### src/rtl/adder_pkg.sv
// adder_pkg: shared constants, word type and helpers for the pipelined
// 32-bit adder front end (carry_pipe32 and its cla8_carry blocks).
`timescale 1ns/1ps
package adder_pkg;

  localparam int WIDTH = 32;  // datapath width, fixed by the sum stage
  localparam int BLK   = 8;   // bits per carry-lookahead block
  localparam int NBLK  = 4;   // lookahead blocks across the word

  typedef logic [WIDTH-1:0] word_t;

  // Effective B operand: subtraction is A + ~B + 1, so B is inverted here
  // and the +1 arrives as the forced carry-in.
  function automatic word_t b_eff_f(input word_t b, input logic sub);
    return sub ? ~b : b;
  endfunction

endpackage

### src/rtl/cla8_carry.sv
// cla8_carry: combinational 8-bit carry-lookahead block.
// Ports:
//   p[7:0]  in  per-bit propagate
//   g[7:0]  in  per-bit generate
//   ci      in  block carry-in
//   c[7:0]  out carry out of each bit, c[i] = g[i] | p[i]&c[i-1], c[-1] = ci
`timescale 1ns/1ps
module cla8_carry
  import adder_pkg::*;
(
  input  logic [BLK-1:0] p,
  input  logic [BLK-1:0] g,
  input  logic           ci,
  output logic [BLK-1:0] c
);

  // Flattened sum-of-products form of the ripple recurrence: each carry is
  // the OR of every generate term that can propagate up to bit i, plus the
  // block carry-in when all lower bits propagate. No carry depends on
  // another carry, so the depth stays constant inside the block.
  function automatic logic [BLK-1:0] lookahead_f(
    input logic [BLK-1:0] pv,
    input logic [BLK-1:0] gv,
    input logic           civ
  );
    logic [BLK-1:0] cv;
    logic           term;
    cv = '0;
    for (int i = 0; i < BLK; i++) begin
      term = civ;
      for (int k = 0; k <= i; k++) begin
        term = term & pv[k];
      end
      cv[i] = term;
      for (int j = 0; j <= i; j++) begin
        term = gv[j];
        for (int k = j + 1; k <= i; k++) begin
          term = term & pv[k];
        end
        cv[i] = cv[i] | term;
      end
    end
    return cv;
  endfunction

  assign c = lookahead_f(p, g, ci);

endmodule

### src/rtl/carry_pipe32.sv
// carry_pipe32: two-stage pipelined adder front end with valid/ready on both
// sides. S1 registers propagate/generate/effective carry-in; S2 computes the
// carry vector through four 8-bit lookahead blocks (block carry rippled
// between them) and registers p, c, cin_out and ovf.
// Ports:
//   clock, reset            rising-edge clock, synchronous active-high reset
//   in_valid / in_ready     upstream handshake (in_ready is combinational)
//   a, b, cin, sub          operands; sub=1 selects a-b and ignores cin
//   out_valid / out_ready   downstream handshake
//   p, c, cin_out, ovf      propagate, carries, effective carry-in, overflow
`timescale 1ns/1ps
module carry_pipe32 #(
  parameter int WIDTH = 32  // only 32 is supported
) (
  input  logic             clock,
  input  logic             reset,
  input  logic             in_valid,
  output logic             in_ready,
  input  logic [WIDTH-1:0] a,
  input  logic [WIDTH-1:0] b,
  input  logic             cin,
  input  logic             sub,
  output logic             out_valid,
  input  logic             out_ready,
  output logic [WIDTH-1:0] p,
  output logic [WIDTH-1:0] c,
  output logic             cin_out,
  output logic             ovf
);
  import adder_pkg::*;

  logic             v1_q, v1_d, v2_q, v2_d;
  logic [WIDTH-1:0] p1_q, p1_d, g1_q, g1_d;
  logic             ci1_q, ci1_d;
  logic [WIDTH-1:0] p_q, p_d, c_q, c_d;
  logic             cin_q, cin_d, ovf_q, ovf_d;
  logic             s1_adv_s, s2_adv_s, s1_load_s, s2_load_s;
  logic [WIDTH-1:0] b_eff_s, c_s;

  // A stage may advance when it is empty or its successor advances.
  assign s2_adv_s  = ~v2_q | out_ready;
  assign s1_adv_s  = ~v1_q | s2_adv_s;
  assign s1_load_s = in_valid & s1_adv_s;
  assign s2_load_s = v1_q & s2_adv_s;
  assign b_eff_s   = b_eff_f(b, sub);

  // Each block gets its own carry net so the inter-block ripple is a plain
  // chain rather than a feedback through one shared vector.
  for (genvar k = 0; k < NBLK; k++) begin : g_blk
    logic           blk_ci_s;
    logic [BLK-1:0] blk_c_s;
    if (k == 0) begin : g_first
      assign blk_ci_s = ci1_q;
    end else begin : g_next
      assign blk_ci_s = g_blk[k-1].blk_c_s[BLK-1];
    end
    cla8_carry u_cla (
      .p  (p1_q[k*BLK +: BLK]),
      .g  (g1_q[k*BLK +: BLK]),
      .ci (blk_ci_s),
      .c  (blk_c_s)
    );
    assign c_s[k*BLK +: BLK] = blk_c_s;
  end

  // Next-state for both stages: data loads only on its stage's load enable.
  always_comb begin
    v1_d  = v1_q;
    p1_d  = p1_q;
    g1_d  = g1_q;
    ci1_d = ci1_q;
    v2_d  = v2_q;
    p_d   = p_q;
    c_d   = c_q;
    cin_d = cin_q;
    ovf_d = ovf_q;
    if (s1_load_s) begin
      v1_d  = 1'b1;
      p1_d  = a ^ b_eff_s;
      g1_d  = a & b_eff_s;
      ci1_d = sub | cin;
    end else if (s1_adv_s) begin
      v1_d = 1'b0;
    end else begin
      v1_d = v1_q;
    end
    if (s2_load_s) begin
      v2_d  = 1'b1;
      p_d   = p1_q;
      c_d   = c_s;
      cin_d = ci1_q;
      ovf_d = c_s[WIDTH-1] ^ c_s[WIDTH-2];
    end else if (s2_adv_s) begin
      v2_d = 1'b0;
    end else begin
      v2_d = v2_q;
    end
  end

  // Pipeline registers; reset discards any in-flight bundle.
  always_ff @(posedge clock) begin
    if (reset) begin
      v1_q  <= 1'b0;
      p1_q  <= '0;
      g1_q  <= '0;
      ci1_q <= 1'b0;
      v2_q  <= 1'b0;
      p_q   <= '0;
      c_q   <= '0;
      cin_q <= 1'b0;
      ovf_q <= 1'b0;
    end else begin
      v1_q  <= v1_d;
      p1_q  <= p1_d;
      g1_q  <= g1_d;
      ci1_q <= ci1_d;
      v2_q  <= v2_d;
      p_q   <= p_d;
      c_q   <= c_d;
      cin_q <= cin_d;
      ovf_q <= ovf_d;
    end
  end

  assign in_ready  = s1_adv_s;
  assign out_valid = v2_q;
  assign p         = p_q;
  assign c         = c_q;
  assign cin_out   = cin_q;
  assign ovf       = ovf_q;

endmodule

### config.mk
export PLATFORM = sky130hd
export DESIGN_NAME = carry_pipe32
export DESIGN_NICKNAME = d
export VERILOG_FILES = /design/src/rtl/adder_pkg.sv /design/src/rtl/cla8_carry.sv /design/src/rtl/carry_pipe32.sv
export SDC_FILE = /design/constraint.sdc
export NUM_CORES = 1
export LEC_CHECK = 0
export CAP_MARGIN = 15
export CORE_MARGIN = 1
export CORE_UTILIZATION = 45
export CTS_CLUSTER_DIAMETER = 40
export DETAILED_ROUTE_END_ITERATION = 16
export PLACE_DENSITY = 0.82
export SYNTH_ARGS = -nofsm -noshare
export SYNTH_HDL_FRONTEND = slang
export SYNTH_SLANG_ARGS = --single-unit
### constraint.sdc
create_clock -name clock -period 2.4 [get_ports clock]
set_input_delay 0.48 -clock clock [delete_from_list [all_inputs] [get_ports clock]]
set_output_delay 0.48 -clock clock [all_outputs]
set_load 0.005 [all_outputs]
==> results of run 1 <==
## routing by layer
| metal | routed length (um) | GRT usage [%] | share of wire, % | vias to the layer above |
|---|---|---|---|---|
| li1 | - | - | - | 2662 |
| met1 | 6420 | 28.3 | 45 | 2461 |
| met2 | 6840 | 37.9 | 48 | 175 |
| met3 | 928 | 5.85 | 6.5 | 10 |
| met4 | 127 | 5.97 | 0.89 | 0 |
| met5 | 0 | 0 | 0 | - |
## area by class of cell
| cell class | count | area, um^2 | area share (%) |
|---|---|---|---|
| flip-flops and latches | 133 | 2660 | 33.1 |
| clock buffers | 19 | 443 | 5.50 |
| inverters | 2 | 7.51 | 0.0932 |
| multi-input cells | 537 | 2970 | 36.9 |
| clock inverters | 12 | 179 | 2.22 |
| repair buffers | 152 | 1580 | 19.6 |
| well taps | 172 | 215 | 2.67 |
## tightest hold or removal path, cell delays in order (launching register included)
cell     delay [ps]
dfxtp_1         310
nand2_1          50
a21oi_1          50
## stage by stage
stage	TNS (ps)	utilization [%]	hold slack [ps]	total power, mW
2_1_floorplan	0	-	436	2.84
3_3_place_gp	0	58.8	443	3.20
3_5_place_dp	0	58.8	446	3.21
4_1_cts	0	63.8	453	5.90
5_1_grt	-33.2	64.1	464	6.13
6_report	0	64.1	452	5.87
## logic make-up (layout without fill, tap and decap cells)
logic type	count (synthesis)	after routing	synth area share, %
AO/OA/AOI/OAI	171	171	17.7
XOR/XNOR	32	32	4.86
adder cells (fa/ha/maj)	32	32	6.94
buffers and inverters	50	185	3.25
flip-flops	133	133	46.1
multiplexers	1	1	0.173
AND/OR/NAND/NOR	301	301	21.0
## cells in the mapped netlist, drive strengths merged
cell type	number	area share, %
nand2b	3	0.33
nand4	1	0.11
a21bo	1	0.17
dfxtp	133	46
nor3	24	2.1
and2b	1	0.13
inv	2	0.13
and3	2	0.22
a2111oi	1	0.48
nor2	42	2.7
mux2i	1	0.17
buf	4	0.26
a221oi	1	0.26
or3b	1	0.15
a21o	9	1.2
xor2	32	4.9
nand2	213	14
ha	32	6.9
o21ai	11	0.95
nor2b	6	0.65
a21boi	1	0.13
o2111a	2	0.41
o21a	7	0.91
a211oi	16	2.2
and2	1	0.11
clkbuf	44	2.9
o211ai	2	0.35
a211o	1	0.17
a21oi	117	10
a311oi	2	0.30
nand3	7	0.61
## flip-flops by register name (all words and copies together) (netlist names)
| signal | flops |
|---|---|
| v1_q | 1 |
| out_valid | 1 |
| ci1_q | 1 |
| c | 32 |
| p1_q | 32 |
| p | 32 |
| g1_q | 32 |
| cin_out | 1 |
| ovf | 1 |
## cell usage in the layout, fill, tap and decap left out, drive strengths merged
| cell type | instances |
|---|---|
| a21bo | 1 |
| a21boi | 1 |
| buf | 17 |
| nor2 | 42 |
| inv | 3 |
| a311oi | 2 |
| o21a | 7 |
| clkinvlp | 3 |
| nand3 | 7 |
| bufinv | 4 |
| and3 | 2 |
| or3b | 1 |
| clkdlybuf4s50 | 135 |
| a211oi | 16 |
| mux2i | 1 |
| a221oi | 1 |
| a2111oi | 1 |
| a211o | 1 |
| nand2 | 213 |
| o2111a | 2 |
| xor2 | 32 |
| ha | 32 |
| dfxtp | 133 |
| and2b | 1 |
| nand4 | 1 |
| o211ai | 2 |
| nand2b | 3 |
| nor3 | 24 |
| clkbuf | 19 |
| a21oi | 117 |
| clkinv | 4 |
| nor2b | 6 |
| o21ai | 11 |
| a21o | 9 |
| and2 | 1 |
## timing repair
action | CTS | global route
endpoints found under the setup margin | 1 | 3
resized for setup | 1 | 7
buffers inserted | 0 | 1
pin swaps | 2 | 7
## report_power, final
part	internal (mW)	total [mW]	leakage (nW)	switching (mW)
registers	2.33	2.43	1.09	0.104
clock network	1.76	2.69	0.295	0.931
logic	0.382	0.744	1.70	0.362
total	4.47	5.87	3.08	1.40
## how the worst max path moves through the flow
stage          cells after the start    start  slack (ps)  endpoint
3_5_place_dp                       8  g1_q[3]          20       ovf
4_1_cts                            8  p1_q[3]           6       ovf
3_3_place_gp                       8  p1_q[3]          80       ovf
5_1_grt                            9  g1_q[3]         -20     c[25]
2_1_floorplan                      8  p1_q[3]          90       ovf
6_report                           9  g1_q[3]          90     c[25]
==> flow_summary.ini, run 1 <==
[status]
status = complete, no violations

[setup_path]
crit_family = compound AO/OA/AOI/OAI gates
worstReg2RegEnd = c[25]
cp_cell_sequence = o21a_1 -> o2111a_2 -> a2111oi_4 -> buf_4 -> a21oi_1 -> a21bo_1 -> a21o_1 -> a211oi_2 -> nor3_1
regToRegStartpoint = g1_q[3]
reg2reg_depth = 9
critPathBufInv = 1
cp.required_ps = 2680
critPathMaxStageDelay_ps = 340
critPathCaptureType = flop
cp_slowest_cell = dfxtp_1
startpoint_type = flop
critPathKind = flop to flop
r2r_slack_ps = 90
critPathArrivalTime_ps = 2590
cp_max_fo = 4

[synth]
synth.ff_latch_count = 133
yosysUniqueCellTypes = 36
syn_nets = 822
synth-seq-area-share_pct = 46.1
ys_warn_count = 0
postSynthAreaPerCell_um2 = 8.02
synth_area_um2 = 5770
synthesis.instances = 720

[pwr]
irDropWorstVdd_v = 0.000469
p_per_area_nw_per_um2 = 729
power.leakage_nw = 3.08

[sta]
maxSlewHeadroom_pct = 60.9
clock.fmax_ghz = 0.433
setup_slack_ps = 90.9
finalSetupViolations = 0
hold_viol_final = 0
post-route-period-util_pct = 96.2
worst_slew_pin_slew_ps = 587
period_needed_ps = 2310
maxSlewViolCount = 0
final.setup_skew_ps = 8.11

[detailed_routing]
finalWirelength_mm = 14.3
drtIter0Drc = 356
antenna_left = 0
drt_pre_antenna_iters = 5
via_per_inst = 5.17
wl_per_cell_um = 13.9
vias = 5308
route.detailed.drc = 0

[die]
core_um2 = 12600
die_w_um = 115
io_pins = 138
fp.dieH_um = 115
die_area_um2 = 13300
std_cell_rows = 41
start_util_pct = 45.9

[global_routing]
grt_max_degree = 66
grt_use_total_pct = 22.4
grt_pass1_vias = 4891
antenna_found_initial = 0
grt_overflow = 0
grt_pass1_wl_mm = 23.3

[layout]
fillCellCount = 1023
final_nets = 945
drive_gt1_share_pct = 7.60
n_antenna_cell = 0
final_cells = 1027
area_delta_synth_final_pct = 39.5
final_area_um2 = 8050

[hold_path]
holdPathEnd = p[4]
min_path_type = flop to flop
min_path_cells = 2
hp-start = p[4]

[clocking]
cts_root_buf = clkbuf_16
cts_max_level = 4
clock_latency_ps = 400
numClockSinks = 133
clkTransAtPathRegs_ps = 60
cts_tree = yes
cts_buffer_depth = 2
cts_buffers = 17
hold_buffers = 0

[placement]
dp_slack_ps = 20.4
hpwl_mm = 9.56
numPortBuffers = 137
dpl.cell_count = 995
postPlaceCellArea_um2 = 7390
gp_congestion = 0.756

[job]
drv_cap = 0
(Power assumes the default switching activity.)
==> run 2, diff against run 1 <==
--- a/config.mk
+++ b/config.mk
@@ -10,7 +10,8 @@
 export CORE_UTILIZATION = 45
 export CTS_CLUSTER_DIAMETER = 40
 export DETAILED_ROUTE_END_ITERATION = 16
-export PLACE_DENSITY = 0.82
+export PLACE_DENSITY = 0.85
+export SKIP_CTS_REPAIR_TIMING = 1
 export SYNTH_ARGS = -nofsm -noshare
 export SYNTH_HDL_FRONTEND = slang
 export SYNTH_SLANG_ARGS = --single-unit
==> flow_summary.ini, run 2 (synthesis results as in run 1) <==
[placement]
gp_congestion = 0.777
dpl.cell_count = 999
hpwl_mm = 9.67
postPlaceCellArea_um2 = 7420
numPortBuffers = 137

[layout]
drive_gt1_share_pct = 7.67
final_common_cell = nand2_1
final_area_um2 = 8010
final_nets = 949
final_cell_mix = 212 x nand2_1, 135 x clkdlybuf4s50_1, 133 x dfxtp_1
final_cells = 1032
fin_util_pct = 63.8
area_delta_synth_final_pct = 38.8
n_antenna_cell = 0

[sta]
hold_viol_final = 0
clock.fmax_ghz = 0.434
maxSlewViolCount = 0
finalSetupViolations = 0
period_needed_ps = 2300
post-route-period-util_pct = 95.9
worst_slew_pin_slew_ps = 468
final.setup_skew_ps = 7.56
rsz0062_at_grt = yes
maxSlewHeadroom_pct = 68.8

[setup_path]
cp_max_fo = 4
cp_cell_sequence = o21a_1 -> o2111a_2 -> a2111oi_4 -> a211oi_2 -> o211ai_2 -> a21oi_2 -> or3b_1 -> a311oi_1
worstReg2RegEnd = ovf
cp.required_ps = 2720
cp.depth = 8
critPathLaunch = g1_q[3]
r2r_slack_ps = 100
critPathBufInv = 0
critPathMaxStageDelay_ps = 350
reg2reg_depth = 8
startpoint_type = flop
crit_family = compound AO/OA/AOI/OAI gates
critPathKind = flop to flop
critPathArrivalTime_ps = 2620
critPathCaptureType = flop
crit_end = ovf
cp_slowest_cell = or3b_1
regToRegStartpoint = g1_q[3]

[hold_path]
min_path_type = flop to flop

[clocking]
cts_root_buf = clkbuf_16
numClockSinks = 133
clock_latency_ps = 410
cts_buffers = 17
cts_buffer_depth = 2
cts_max_level = 4
clkTransAtPathRegs_ps = 60
cts_tree = yes

[die]
die_area_um2 = 13300
core_um2 = 12600
die_w_um = 115
start_util_pct = 45.9
io_pins = 138
fp.dieH_um = 115
std_cell_rows = 41

[pwr]
power.leakage_nw = 3.08
irDropWorstVdd_v = 0.000327
p_per_area_nw_per_um2 = 699

[global_routing]
antenna_found_initial = 0
grt_pass1_wl_mm = 24.2
grt_pass1_vias = 5065
grt_overflow = 0
grt_use_total_pct = 23.4
grt_max_degree = 66

[detailed_routing]
route.detailed.drc = 0
vias = 5309
wl_per_cell_um = 14.2
finalWirelength_mm = 14.7
via_per_inst = 5.14
drt_pre_antenna_iters = 4
antenna_left = 0
drtIter0Drc = 313

[job]
drv_cap = 0

[status]
status = complete, no violations
## run 2: tightest hold or removal path, delay by kind of cell (launching register included)
| family | cells | cell delay [ps] |
|---|---|---|
| AOI/OAI and AO/OA | 1 | 50 |
| DFF | 1 | 300 |
| and+or+nand+nor | 1 | 50 |
## run 2: worst min-delay path by stage
| stage | start | to | slack, ps | depth (start not counted) |
|---|---|---|---|---|
| floorplan | g1_q[23] | g1_q[23] | 440 | 2 |
| CTS | g1_q[26] | g1_q[26] | 460 | 2 |
| global route | p[16] | p[16] | 470 | 2 |
| finish | p[5] | p[5] | 450 | 2 |
| global placement | p[10] | p[10] | 440 | 2 |
| detailed placement | g1_q[26] | g1_q[26] | 450 | 2 |
## run 2: final cells by class
class / count / area (um^2)
timing repair buffer: 156 / 1610
tap: 172 / 215
multi-input combinational: 537 / 2970
clock buffer: 23 / 478
fill: 1068 / 4550
sequential: 133 / 2660
clock inverter: 9 / 77.6
inverter: 2 / 7.51
## run 2: metrics by stage
stage | setup slack [ps] | power, mW | hold slack (ps) | setup TNS [ps]
after detailed placement | 11.9 | 3.22 | 447 | 0
after CTS | -17.1 | 5.63 | 455 | -17.1
after floorplan | 86.4 | 2.84 | 436 | 0
final | 97.3 | 5.60 | 452 | 0
after global placement | 75.6 | 3.20 | 443 | 0
after global routing | -42.3 | 5.85 | 470 | -42.3
## run 2: power by group
part	internal (mW)	switching, mW	leakage, nW
clock	1.50	0.923	0.269
combinational	0.387	0.366	1.72
sequential	2.33	0.102	1.09
total	4.21	1.39	3.08
## run 2: metal layers
| layer | global-route usage, % | wire length, um | part of all wire, % |
|---|---|---|---|
| met1 | 28.6 | 6280 | 43 |
| met2 | 39.8 | 7340 | 50 |
| met3 | 5.38 | 802 | 5.5 |
| met4 | 9.26 | 265 | 1.8 |
| met5 | 0 | 0 | 0 |
==> run 3, diff against run 2 <==
--- a/config.mk
+++ b/config.mk
@@ -6,6 +6,7 @@
 export NUM_CORES = 1
 export LEC_CHECK = 0
 export CAP_MARGIN = 15
+export CORE_ASPECT_RATIO = 0.7
 export CORE_MARGIN = 1
 export CORE_UTILIZATION = 45
 export CTS_CLUSTER_DIAMETER = 40
==> flow_summary.ini, run 3 (synthesis results as in run 1) <==
[status]
status = complete, no violations

[pwr]
p_total_mw = 5.62
power_switching_mw = 1.44
clockPowerShare_pct = 43.4
cellInternalPower_mw = 4.18
seqPwrFrac_pct = 43.3
power.leakage_nw = 3.06
p_per_area_nw_per_um2 = 705
comb_power_share_pct = 13.3
irDropWorstVdd_v = 0.000535
switching_share_pct = 25.6

[clocking]
cts_max_level = 4
cts_buffer_depth = 2
cts_root_buf = clkbuf_16
numClockSinks = 133
cts_tree = yes
clkTransAtPathRegs_ps = 60
clock_latency_ps = 420
cts_buffers = 17

[layout]
final_area_um2 = 7970
fin_util_pct = 63.9
n_antenna_cell = 0
drive_gt1_share_pct = 8.03
final_nets = 948
area_delta_synth_final_pct = 38.0
final_common_cell = nand2_1
final_cell_mix = 212 x nand2_1, 135 x clkdlybuf4s50_1, 132 x dfxtp_1

[global_routing]
busiest_layer = met2
grt_use_met2_pct = 33.4
grtUsageMet1_pct = 32.9
grt_pass1_wl_mm = 23.9
met3_usage_pct = 6.13
grt_pass1_vias = 4871
antenna_found_initial = 0
grt_overflow = 0
grt_max_degree = 49
grt_use_total_pct = 23.0

[sta]
maxSlewHeadroom_pct = 65.0
maxSlewViolCount = 0
hold_viol_final = 0
rsz0062_at_grt = yes
finalSetupViolations = 0
final.setup_skew_ps = 10.9
whs_ps = 452
post-route-period-util_pct = 96.8
period_needed_ps = 2320
worst_slew_pin_slew_ps = 525
clock.fmax_ghz = 0.431

[detailed_routing]
wl_per_cell_um = 14.7
drt_pre_antenna_iters = 5
drtIter0Drc = 313
route.detailed.drc = 0
finalWirelength_mm = 15.0
via_per_inst = 5.20
antenna_left = 0
vias = 5305

[die]
die_area_um2 = 13300
fp.dieH_um = 96.8
io_pins = 138
core_um2 = 12500
start_util_pct = 46.3
die_w_um = 137
std_cell_rows = 34

[placement]
postPlaceCellArea_um2 = 7380
hpwl_mm = 10.3
gp_congestion = 0.784
numPortBuffers = 137

[setup_path]
critPathCaptureType = flop
critPathArrivalTime_ps = 2650
cp_slowest_cell = or3b_1
reg2reg_depth = 8
cp.required_ps = 2730
cp.depth = 8
cp_cell_sequence = o21a_1 -> o2111a_2 -> a2111oi_4 -> a211oi_2 -> o211ai_2 -> a21oi_2 -> or3b_1 -> a311oi_2
critPathKind = flop to flop
crit_family = compound AO/OA/AOI/OAI gates
startpoint_type = flop
cp_max_fo = 4
critPathBufInv = 0
critPathMaxStageDelay_ps = 390

[hold_path]
min_path_cells = 2
min_path_type = flop to flop

[job]
drv_cap = 0
[run 3: final timing paths]
kind | start | end | slack [ps]
setup / recovery | g1_q[3] | ovf | 80
hold reg to reg | p[13] | p[13] | 450
hold / removal | p[13] | p[13] | 450
setup reg to reg | g1_q[3] | ovf | 80
[run 3: layout make-up]
type                       instances  area (um^2)
fill                            1040         4500
multi-input combinational        537         2960
sequential                       133         2660
timing repair buffer             155         1570
clock buffer                      19          453
tap                              162          203
clock inverter                    13          108
inverter                           2         7.51
[run 3: power by group through the flow]
stage          Sequential (mW)  Combinational, mW  Clock (mW)
6_report                  2.43              0.749        2.44
5_1_grt                   2.45              0.830        2.57
4_1_cts                   2.43              0.748        2.46
3_5_place_dp              2.48              0.740           0
3_3_place_gp              2.47              0.728           0
2_1_floorplan             2.46              0.382           0
[run 3: metrics by stage]
stage / setup slack (ps) / TNS, ps / instances
after floorplan: 86.4 / 0 / 720
after global placement: 68.2 / 0 / 989
after detailed placement: 13.2 / 0 / 989
after CTS: -39.9 / -39.9 / 1021
after global routing: -50.5 / -54.1 / 1021
final: 77.8 / 0 / 1021
[run 3: routing by layer]
metal | up-vias | share of wire, %
met1 | 2446 | 47
met4 | 0 | 1.2
met5 | - | 0
met2 | 173 | 44
li1 | 2670 | -
met3 | 16 | 7.5
[run 3: worst min-delay path: stages, from the launching register on]
cell,delay (ps)
dfxtp_1,300
nand2_1,50
a21oi_1,50
==> RTL change (settings of run 1) <==
Reset style: asynchronous (`reset`), changed in one clocked block. Comments in the files are not updated.
--- a/src/rtl/carry_pipe32.sv
+++ b/src/rtl/carry_pipe32.sv
@@ -100,3 +100,3 @@
   // Pipeline registers; reset discards any in-flight bundle.
-  always_ff @(posedge clock) begin
+  always_ff @(posedge clock or posedge reset) begin
     if (reset) begin
Behaviour: differs if reset is asserted again (counterexample within 4 cycles, from zero or initial values and one cycle with reset high); with reset held inactive, the same outputs for 4 cycles.
==> RTL change against run 1 <==
- design area is 5.8% higher
- global-route usage fell by 1.6 points
- critical path type is now in -> out
- setup slack improved by 0.15 ns
- cell count fell by 13%
- die area increased by 7.2%
- sequential cell count stayed put
- synthesized area increased by 7.3%
- routed wire length decreased by 1.9%
- highest routed layer unchanged
Power is not compared: it rests on default switching activity, and its combinational part moved more than twofold at a synthesized area within 25%.
==> RTL change: results (changes against run 1) <==
| Metric | Value |
|---|---|
| Run status | `complete, no violations (unchanged)` |
| Total placed instance area | `7850 µm² (was 7390 µm²)` |
| Drt initial violations | `304 (was 356)` |
| Setup Skew | `0.0120 ns (was 0.00811 ns)` |
| Port buffer count | `137 (unchanged)` |
| Placer congestion estimate | `0.812 (was 0.756)` |
| Most common library cells after synthesis | `sky130_fd_sc_hd__nand2_1 (137), sky130_fd_sc_hd__dfrtp_1 (133), sky130_fd_sc_hd__mux2_2 (69) (was sky130_fd_sc_hd__nand2_1 (213), sky130_fd_sc_hd__dfxtp_1 (133), sky130_fd_sc_hd__a21oi_1 (116))` |
| Global-route wire length before repair | `23.4 mm (was 23.3 mm)` |
| WL per Instance | `15.7 µm (was 13.9 µm)` |
| Fraction of synthesis flops using an asynchronous set or reset pin | `100% (was 0%)` |
| Clock latency on the worst-skew pair | `0.41 ns` |
| Peak per-stage delay on the critical path | `0.53 ns (was 0.34 ns)` |
| Total Routing Usage GR | `20.9% (was 22.4%)` |
| Top cells by area, synth | `sky130_fd_sc_hd__dfrtp_1 (54%), sky130_fd_sc_hd__mux2_2 (13%), sky130_fd_sc_hd__nand2_1 (8.3%) (was sky130_fd_sc_hd__dfxtp_1 (46%), sky130_fd_sc_hd__nand2_1 (14%), sky130_fd_sc_hd__a21oi_1 (10%))` |
| Largest net degree at the start of global routing | `75 (was 66)` |
| Initial antenna violation count | `0 (unchanged)` |
| Worst voltage drop across the vdd grid | `523 µV` |
| NumNets Final | `808 (was 945)` |
| Transition time of the tightest slew-check pin | `0.449 ns (was 0.587 ns)` |
| DP Wirelength | `9.85 mm (was 9.56 mm)` |
| Total of cells resized after clock tree synthesis | `0 (was 1)` |
| CP max FO | `3 (was 4)` |
| Count of unique library cells instantiated by Yosys | `40 (was 36)` |
| Setup slack after placement | `0.245 ns (was 0.0204 ns)` |
| Highest-delay cell along the critical path | `sky130_fd_sc_hd__clkdlybuf4s50_1 (was sky130_fd_sc_hd__dfxtp_1)` |
| Sequential cell area fraction in the yosys report | `53.7% (was 46.1%)` |
| Ys Warns | `0 (unchanged)` |
| Most frequently used flop master after synthesis | `sky130_fd_sc_hd__dfrtp_1 (was sky130_fd_sc_hd__dfxtp_1)` |
| Net switching fraction of the power | `27.1%` |
| Detailed-route vias per instance | `5.17 (about the same)` |
| Via count of the first global-routing pass | `4813 (was 4891)` |
| Post-synthesis net count | `667 (was 822)` |
| Class of the tightest hold or removal check | `reg -> reg (unchanged)` |
| First-pass iteration count of the detailed router | `4 (was 5)` |
| Crit-path leading delay family | `buffers and inverters (was compound AO/OA/AOI/OAI gates)` |
| Proportion of layout cells with a drive suffix above 1 | `17.8% (was 7.60%)` |
| WP data arrival | `1.68 ns (was 2.59 ns)` |
==> RTL change: changes by cell type after synthesis, moves of 6 or more <==
| cell | delta |
|---|---|
| sky130_fd_sc_hd__a211oi_1 | -14 |
| sky130_fd_sc_hd__a21oi_1 | -100 |
| sky130_fd_sc_hd__mux2_2 | +69 |
| sky130_fd_sc_hd__o21ai_0 | +18 |
| sky130_fd_sc_hd__nor2_1 | -20 |
| sky130_fd_sc_hd__dfrtp_1 | +133 |
| sky130_fd_sc_hd__clkbuf_1 | -25 |
| sky130_fd_sc_hd__a31oi_1 | +6 |
| sky130_fd_sc_hd__nand2_1 | -76 |
| sky130_fd_sc_hd__nor3_1 | -22 |
| sky130_fd_sc_hd__dfxtp_1 | -133 |
==> RTL change: cell type report <==
cell class	instances	area (µm²)
Tap cell	176	220
Multi-Input combinational cell	400	2750
Timing Repair Buffer	147	1520
Sequential cell	133	3330
Clock inverter	11	195
Clock buffer	21	480
Fill cell	1074	4820
Inverter	7	30.0
==> RTL change: cell families (layout without fill, tap and decap cells) <==
kind of cell               after synthesis  count (layout)  synth area share, %
AOI/OAI and AO/OA                       81              81                 8.46
xor gates and xnor gates                32              32                 4.52
adders and majority gates               32              32                 6.46
buffers and inverters                   32             186                 1.94
DFF                                    133             133                 53.7
muxes                                   69              69                 12.5
and+or+nand+nor                        186             186                 12.3
==> RTL change: power groups by stage <==
stage | registers [mW] | clock network (mW) | logic (mW)
floorplan | 3.18 | 0 | 0.963
global route | 3.30 | 3.04 | 2.29
detailed placement | 3.26 | 0 | 2.08
global placement | 3.23 | 0 | 2.02
finish | 3.24 | 2.91 | 2.07
CTS | 3.23 | 2.95 | 2.11
==> RTL change: worst paths after layout <==
| path | from | endpoint | slack, ns | depth (start not counted) |
|---|---|---|---|---|
| worst max-delay path | out_ready | in_ready | 0.24 | 3 |
| worst min-delay path | p[9] | p[9] | 0.47 | 2 |
| worst max register to register | ci1_q | ovf | 0.27 | 9 |
| worst min register to register | p[9] | p[9] | 0.47 | 2 |
| max in group asynchronous | reset | p[31] | 1.50 | 3 |
| min in group asynchronous | reset | p[20] | 0.55 | 3 |
==> RTL change: stage by stage <==
step	power [mW]	cells
global placement	5.25	863
floorplan	4.15	565
global route	8.64	895
CTS	8.29	895
detailed placement	5.34	863
finish	8.22	895
==> RTL change: tightest hold or removal path, stage by stage, from the launching register on <==
cell and delay (ns):
sky130_fd_sc_hd__dfrtp_1 0.34, sky130_fd_sc_hd__nand2_1 0.05, sky130_fd_sc_hd__nand2_1 0.05
==> RTL change: layer usage <==
| layer | global-route usage (%) | part of all wire [%] |
|---|---|---|
| met1 | 26.8 | 43 |
| met2 | 36.0 | 52 |
| met3 | 4.07 | 4.8 |
| met4 | 5.55 | 0.53 |
| met5 | 0 | 0 |
